## src/rtl/wb_shared_bus.sv

```systemverilog
// wb_shared_bus: Wishbone B3 classic shared-bus interconnect.
// It connects NUM_M masters to NUM_S slaves through a single shared bus.
// Masters are arbitrated round-robin, and every grant passes through one IDLE cycle.
// The slave is selected by the top address nibble of the granted master.
// An address above the last slave returns a registered err pulse.
// Optional macro WB_BUS_TIMEOUT_EN adds a watchdog. It forces err after TIMEOUT
// cycles of strobe without a response.
//
// state | meaning
// IDLE  | no grant; pick the next requester from the round-robin pointer
// GRANT | bus owned by gidx_q until its cyc drops

module wb_shared_bus #(
   parameter int NUM_M   = 2,
   parameter int NUM_S   = 4,
   parameter int AW      = 32,
   parameter int DW      = 32,
   parameter int TIMEOUT = 255
) (
   input  logic                      clk,
   input  logic                      rst,
   input  logic [NUM_M-1:0]          m_cyc_i,
   input  logic [NUM_M-1:0]          m_stb_i,
   input  logic [NUM_M-1:0]          m_we_i,
   input  logic [NUM_M*(DW/8)-1:0]   m_sel_i,
   input  logic [NUM_M*AW-1:0]       m_adr_i,
   input  logic [NUM_M*DW-1:0]       m_dat_i,
   output logic [NUM_M*DW-1:0]       m_dat_o,
   output logic [NUM_M-1:0]          m_ack_o,
   output logic [NUM_M-1:0]          m_err_o,
   output logic [NUM_S-1:0]          s_cyc_o,
   output logic [NUM_S-1:0]          s_stb_o,
   output logic                      s_we_o,
   output logic [(DW/8)-1:0]         s_sel_o,
   output logic [AW-1:0]             s_adr_o,
   output logic [DW-1:0]             s_dat_o,
   input  logic [NUM_S*DW-1:0]       s_dat_i,
   input  logic [NUM_S-1:0]          s_ack_i,
   output logic [NUM_M-1:0]          gnt_o
);

   localparam int SW = DW / 8;
   localparam int MW = (NUM_M > 1) ? $clog2(NUM_M) : 1;

   if (NUM_M < 1 || NUM_M > 8 || NUM_S < 1 || NUM_S > 16 ||
       TIMEOUT < 1 || TIMEOUT > 65535 || (DW % 8) != 0) begin : g_bad_param
      $error("wb_shared_bus: parameter out of range");
   end

   typedef enum logic {IDLE, GRANT} state_t;

   state_t          state_q, state_d;
   logic [MW-1:0]   gidx_q, gidx_d;
   logic [MW-1:0]   ptr_q, ptr_d;
   logic [MW-1:0]   cand;
   logic            err_q, err_d;

   logic            g_cyc, g_stb, g_we;
   logic [SW-1:0]   g_sel;
   logic [AW-1:0]   g_adr;
   logic [DW-1:0]   g_dat;
   logic [3:0]      idx;
   logic            valid;
   logic [NUM_S-1:0] slv_oh;
   logic            slv_ack;
   logic [DW-1:0]   slv_dat;
   logic            ack_ok;

`ifdef WB_BUS_TIMEOUT_EN
   logic [15:0]     cnt_q, cnt_d, cnt_inc;
`endif

   // Granted master's view of the bus and the slave it addresses.
   always_comb begin
      g_cyc   = m_cyc_i[gidx_q];
      g_stb   = m_stb_i[gidx_q];
      g_we    = m_we_i[gidx_q];
      g_sel   = m_sel_i[gidx_q*SW +: SW];
      g_adr   = m_adr_i[gidx_q*AW +: AW];
      g_dat   = m_dat_i[gidx_q*DW +: DW];
      idx     = g_adr[AW-1 -: 4];
      valid   = (int'(idx) < NUM_S);
      slv_oh  = '0;
      slv_ack = 1'b0;
      slv_dat = '0;
      for (int s = 0; s < NUM_S; s++) begin
         if (valid && int'(idx) == s) begin
            slv_oh[s] = 1'b1;
            slv_ack   = s_ack_i[s];
            slv_dat   = s_dat_i[s*DW +: DW];
         end
      end
      // While err is on the wire, a late slave ack is swallowed so that
      // ack and err never meet.
      ack_ok = (state_q == GRANT) & g_stb & slv_ack & ~err_q;
   end

   // Next state: arbitration, release, and the registered err pulses.
   always_comb begin
      state_d = state_q;
      gidx_d  = gidx_q;
      ptr_d   = ptr_q;
      err_d   = 1'b0;
      cand    = '0;
`ifdef WB_BUS_TIMEOUT_EN
      cnt_d   = '0;
      cnt_inc = cnt_q + 16'd1;
`endif
      unique case (state_q)
         IDLE: begin
            if (|m_cyc_i) begin
               // Scan downward so that the requester closest to the pointer wins.
               for (int i = NUM_M - 1; i >= 0; i--) begin
                  cand = MW'((int'(ptr_q) + i) % NUM_M);
                  if (m_cyc_i[cand]) gidx_d = cand;
               end
               state_d = GRANT;
            end
         end
         GRANT: begin
            if (!g_cyc) begin
               state_d = IDLE;
               ptr_d   = MW'((int'(gidx_q) + 1) % NUM_M);
            end else begin
               err_d = g_stb & ~valid & ~err_q;
`ifdef WB_BUS_TIMEOUT_EN
               if (g_stb && valid && !ack_ok && !err_q) begin
                  if (cnt_inc == 16'(TIMEOUT)) begin
                     err_d = 1'b1;
                  end else begin
                     cnt_d = cnt_inc;
                  end
               end
`endif
            end
         end
         default: state_d = IDLE;
      endcase
   end

   // State, grant and pointer registers with synchronous reset.
   always_ff @(posedge clk) begin
      if (rst) begin
         state_q <= IDLE;
         gidx_q  <= '0;
         ptr_q   <= '0;
         err_q   <= 1'b0;
      end else begin
         state_q <= state_d;
         gidx_q  <= gidx_d;
         ptr_q   <= ptr_d;
         err_q   <= err_d;
      end
   end

`ifdef WB_BUS_TIMEOUT_EN
   // Watchdog counter of unanswered strobe cycles.
   always_ff @(posedge clk) begin
      if (rst) cnt_q <= '0;
      else     cnt_q <= cnt_d;
   end
`endif

   // Output muxing; everything is forced to zero while no grant is held or reset is asserted.
   always_comb begin
      gnt_o   = '0;
      s_cyc_o = '0;
      s_stb_o = '0;
      s_we_o  = 1'b0;
      s_sel_o = '0;
      s_adr_o = '0;
      s_dat_o = '0;
      m_ack_o = '0;
      m_err_o = '0;
      m_dat_o = '0;
      if (!rst && state_q == GRANT) begin
         gnt_o[gidx_q]             = 1'b1;
         s_cyc_o                   = g_cyc ? slv_oh : '0;
         s_stb_o                   = g_stb ? slv_oh : '0;
         s_we_o                    = g_we;
         s_sel_o                   = g_sel;
         s_adr_o                   = g_adr;
         s_dat_o                   = g_dat;
         m_ack_o[gidx_q]           = ack_ok;
         m_err_o[gidx_q]           = err_q;
         m_dat_o[gidx_q*DW +: DW]  = slv_dat;
      end
   end

endmodule

```

## config.mk

```make
export PLATFORM = sky130hd
export DESIGN_NAME = wb_shared_bus
export DESIGN_NICKNAME = d
export VERILOG_FILES = /design/src/rtl/wb_shared_bus.sv
export SDC_FILE = /design/constraint.sdc
export NUM_CORES = 1
export LEC_CHECK = 0
export CORE_AREA = 2 2 163 165
export CTS_CLUSTER_DIAMETER = 80
export DETAILED_ROUTE_END_ITERATION = 6
export DIE_AREA = 0 0 165 167
export GPL_TIMING_DRIVEN = 1
export HOLD_SLACK_MARGIN = 0.03
export RECOVER_POWER = 100
export SETUP_SLACK_MARGIN = 0.05
export SLEW_MARGIN = 10
export SYNTH_ARGS = -nofsm -noshare
export SYNTH_HDL_FRONTEND = slang
export SYNTH_SLANG_ARGS = --single-unit
```

## constraint.sdc

```tcl
create_clock -name clk -period 5.1 [get_ports clk]
set_input_delay 1.02 -clock clk [delete_from_list [all_inputs] [get_ports clk]]
set_output_delay 1.02 -clock clk [all_outputs]
set_load 0.05 [all_outputs]
```

==> flow_metrics.env <==
export IMPL_numCtsBuffers=3
export IMPL_slowest_delay_ns=0.87
export IMPL_synth_mux_area_share_pct=43.1
export IMPL_power_density_nw_per_um2=99.5
export IMPL_final_cell_area_um2=7860
export IMPL_grt_usage_pct=12.8
export IMPL_min_path_type="reg -> reg"
export IMPL_dpl_cell_area_um2=7880
export IMPL_clock_latency_ns=0.22
export IMPL_avgSynthCellArea_um2=7.11
export IMPL_ys_seq_elements=4
export IMPL_max_cap_viol_count=0
export IMPL_synth_xor_area_share_pct=0
export IMPL_synth_simple_gate_area_share_pct=33.7
export IMPL_dp_hpwl_um=16400
export IMPL_cts_setup_buffers=0
export IMPL_cp_required_ns=4.08
export IMPL_max_vdd_ir_drop_v=0.000140
export IMPL_hold_viol=0
export IMPL_max_freq_mhz=214
export IMPL_viasPerCell=4.02
export IMPL_io_buffers=422
export IMPL_clk_pin_slew_worst_paths_ns=0.03
export IMPL_synth_top_cell_area_share_pct=32.5
export IMPL_grt_pass1_vias=4514
export IMPL_die_height_um=167
export IMPL_wl_per_cell_um=17.0
export IMPL_vias=4506
export IMPL_total_power_uw=783
export IMPL_fin_crit_ns=4.68
export IMPL_area_growth_pct=184
export IMPL_postSynthCellCount=390
export IMPL_rsz0062_at_grt="no"
export IMPL_num_rows=59
export IMPL_status="finished clean"
export IMPL_cts_tree="built"
export IMPL_worstPathCellList="clkdlybuf4s50_1 -> mux2i_2 -> mux4_2 -> and3_1 -> dlygate4sd3_1"
export IMPL_fin_setup_tns_ns=0
export IMPL_synth_nets=666
export IMPL_cts_hold_buf=0
export IMPL_start_kind="primary input"
export IMPL_grt_first_pass_wirelength_um=27000
export IMPL_worst_pin_slew_ns=0.934
export IMPL_drv_slew=0
export IMPL_cts_max_level=1
export IMPL_antennaDiodeCount=0
export IMPL_fin_skew_ns=0.000582
export IMPL_synth_top_family_by_area="multiplexers"
export IMPL_io_pins=423
export IMPL_detail_route_antenna_nets=0
export IMPL_post_cts_resized=0
export IMPL_synth_compound_area_share_pct=12.7
export IMPL_period_share_pct=91.7
export IMPL_fin_util_pct=30.5
export IMPL_synth_cell_types=29
export IMPL_ys_seq_area_share_pct=2.89
export IMPL_clock_path_buffers=2
export IMPL_multi_input_comb_area_um2=2490
export IMPL_finalWeightedCongestion=0.842
export IMPL_die_w_um=165
export IMPL_slew_headroom_pct=36.5
export IMPL_postRouteWirelength_um=19100
export IMPL_syn_cell_area_um2=2770
export IMPL_setup_violations=0
export IMPL_core_area_um2=25800
export IMPL_synth_adder_area_share_pct=0
export IMPL_synth_top_cells_by_area="mux2i_1 32%, nor2_1 10%, mux4_2 8.9%"
export IMPL_fill_cells=2695
export IMPL_cp_buffers_inverters=2
export IMPL_cp_end_kind="primary output"
export IMPL_yosysWarnings=0
export IMPL_whs_ns=0.559
export IMPL_initialDrtViolationCount=167
export IMPL_worstPathMaxFanout=13
export IMPL_start_util_pct=10.8
export IMPL_dr_pass1_iters=4
export IMPL_cts_root_buf="clkbuf_16"
export IMPL_dieArea_um2=27600
export IMPL_synth_top_area_cell="mux2i_1"
export IMPL_crit_path_top_delay_cell="dlygate4sd3_1"
export IMPL_criticalPathCategory="in -> out"
export IMPL_arrival_ns=3.66
export IMPL_p_leak_nw=3.08
export IMPL_grt_overflow=0
export IMPL_drc=0
export IMPL_clkSinkCount=4
export IMPL_cp_top_family="buffers and inverters"
export IMPL_drive_gt1_share_pct=11.7
export IMPL_antenna_found_initial=0
export IMPL_nets=1064
export IMPL_grt_max_degree=69
export IMPL_area_sequential_um2=83.8
## kinds of logic (layout without fill, tap and decap cells)
family	count (synthesis)	after routing
buffers and inverters	43	440
AOI/OAI and AO/OA	54	54
muxes	104	104
and+or+nand+nor	185	185
DFF	4	4
## cell type report
| class | instances | area share [%] |
|---|---|---|
| timing repair buffer | 434 | 60.9 |
| multi-input combinational | 343 | 31.6 |
| tap | 335 | 5.33 |
| sequential | 4 | 1.07 |
| clock buffer | 4 | 1.00 |
| inverter | 2 | 0.0955 |
## path summary, 6_finish.rpt
check,start,endpoint,slack (ns),depth (start not counted)
worst max register to register,gidx_q,err_q,2.72,4
worst min register to register,state_q,state_q,0.56,1
worst max-delay path,m_adr_i[29],m_dat_o[34],0.42,5
worst min-delay path,state_q,state_q,0.56,1
## through the flow
step | setup WS [ns] | std cells
after floorplan | 1.13 | 390
after global placement | 0.755 | 1118
after detailed placement | 0.726 | 1118
after CTS | 0.722 | 1122
after global routing | 0.302 | 1122
final | 0.423 | 1122
## where the power goes
part / switching [mW] / leakage (nW) / internal [mW] / total (mW)
clock: 0.0229 / 0.0382 / 0.103 / 0.126
combinational: 0.274 / 3.01 / 0.335 / 0.609
sequential: 0.0132 / 0.0337 / 0.0340 / 0.0472
total: 0.310 / 3.08 / 0.472 / 0.783
## sequential cells by signal, indices dropped and copies added, names as in the netlist
name / cells
err_q: 1
gidx_q: 1
ptr_q: 1
state_q: 1
## placed cells by master (no fill, tap or decap)
| master | instances |
|---|---|
| a22o_1 | 1 |
| dfxtp_4 | 1 |
| or3b_1 | 1 |
| dlygate4sd3_1 | 80 |
| dfxtp_1 | 3 |
| clkbuf_1 | 7 |
| nor2b_1 | 23 |
| nor4_2 | 1 |
| mux4_2 | 11 |
| o211ai_1 | 1 |
| o21ai_0 | 3 |
| mux2i_2 | 1 |
| and3_1 | 12 |
| nor3_1 | 26 |
| nor2_1 | 76 |
| nor4_1 | 1 |
| mux2_2 | 1 |
| inv_1 | 2 |
| mux2i_1 | 90 |
| nand2_1 | 4 |
| mux2i_4 | 1 |
| a21oi_1 | 24 |
| clkbuf_16 | 3 |
| buf_12 | 53 |
| buf_4 | 16 |
| nand3b_1 | 1 |
| clkbuf_2 | 2 |
| o211a_1 | 2 |
| nand2b_2 | 1 |
| and2_0 | 24 |
| nor3b_1 | 1 |
| clkdlybuf4s50_1 | 277 |
| and2_1 | 11 |
| a2111oi_2 | 1 |
| a211oi_1 | 22 |
| nand2b_1 | 3 |
## synth_stat cells, drive strengths merged
cell	n
nor3	26
nor3b	1
mux2i	92
clkbuf	21
nor2	76
buf	20
nand3b	1
nor2b	23
a22o	1
nand2b	4
inv	2
or3b	1
nor4	2
a2111oi	1
a211oi	22
o21ai	3
nand2	4
and2	35
mux2	1
a21oi	24
o211a	2
and3	12
mux4	11
o211ai	1
dfxtp	4
## per-layer routing
metal	vias up	part of all wire, %	GRT usage, %
met5	-	0	0
met4	0	1.6	1.55
met3	18	10	3.44
met2	290	53	25.7
met1	2009	35	13.4
li1	2189	-	-
(Power assumes the default switching activity.)
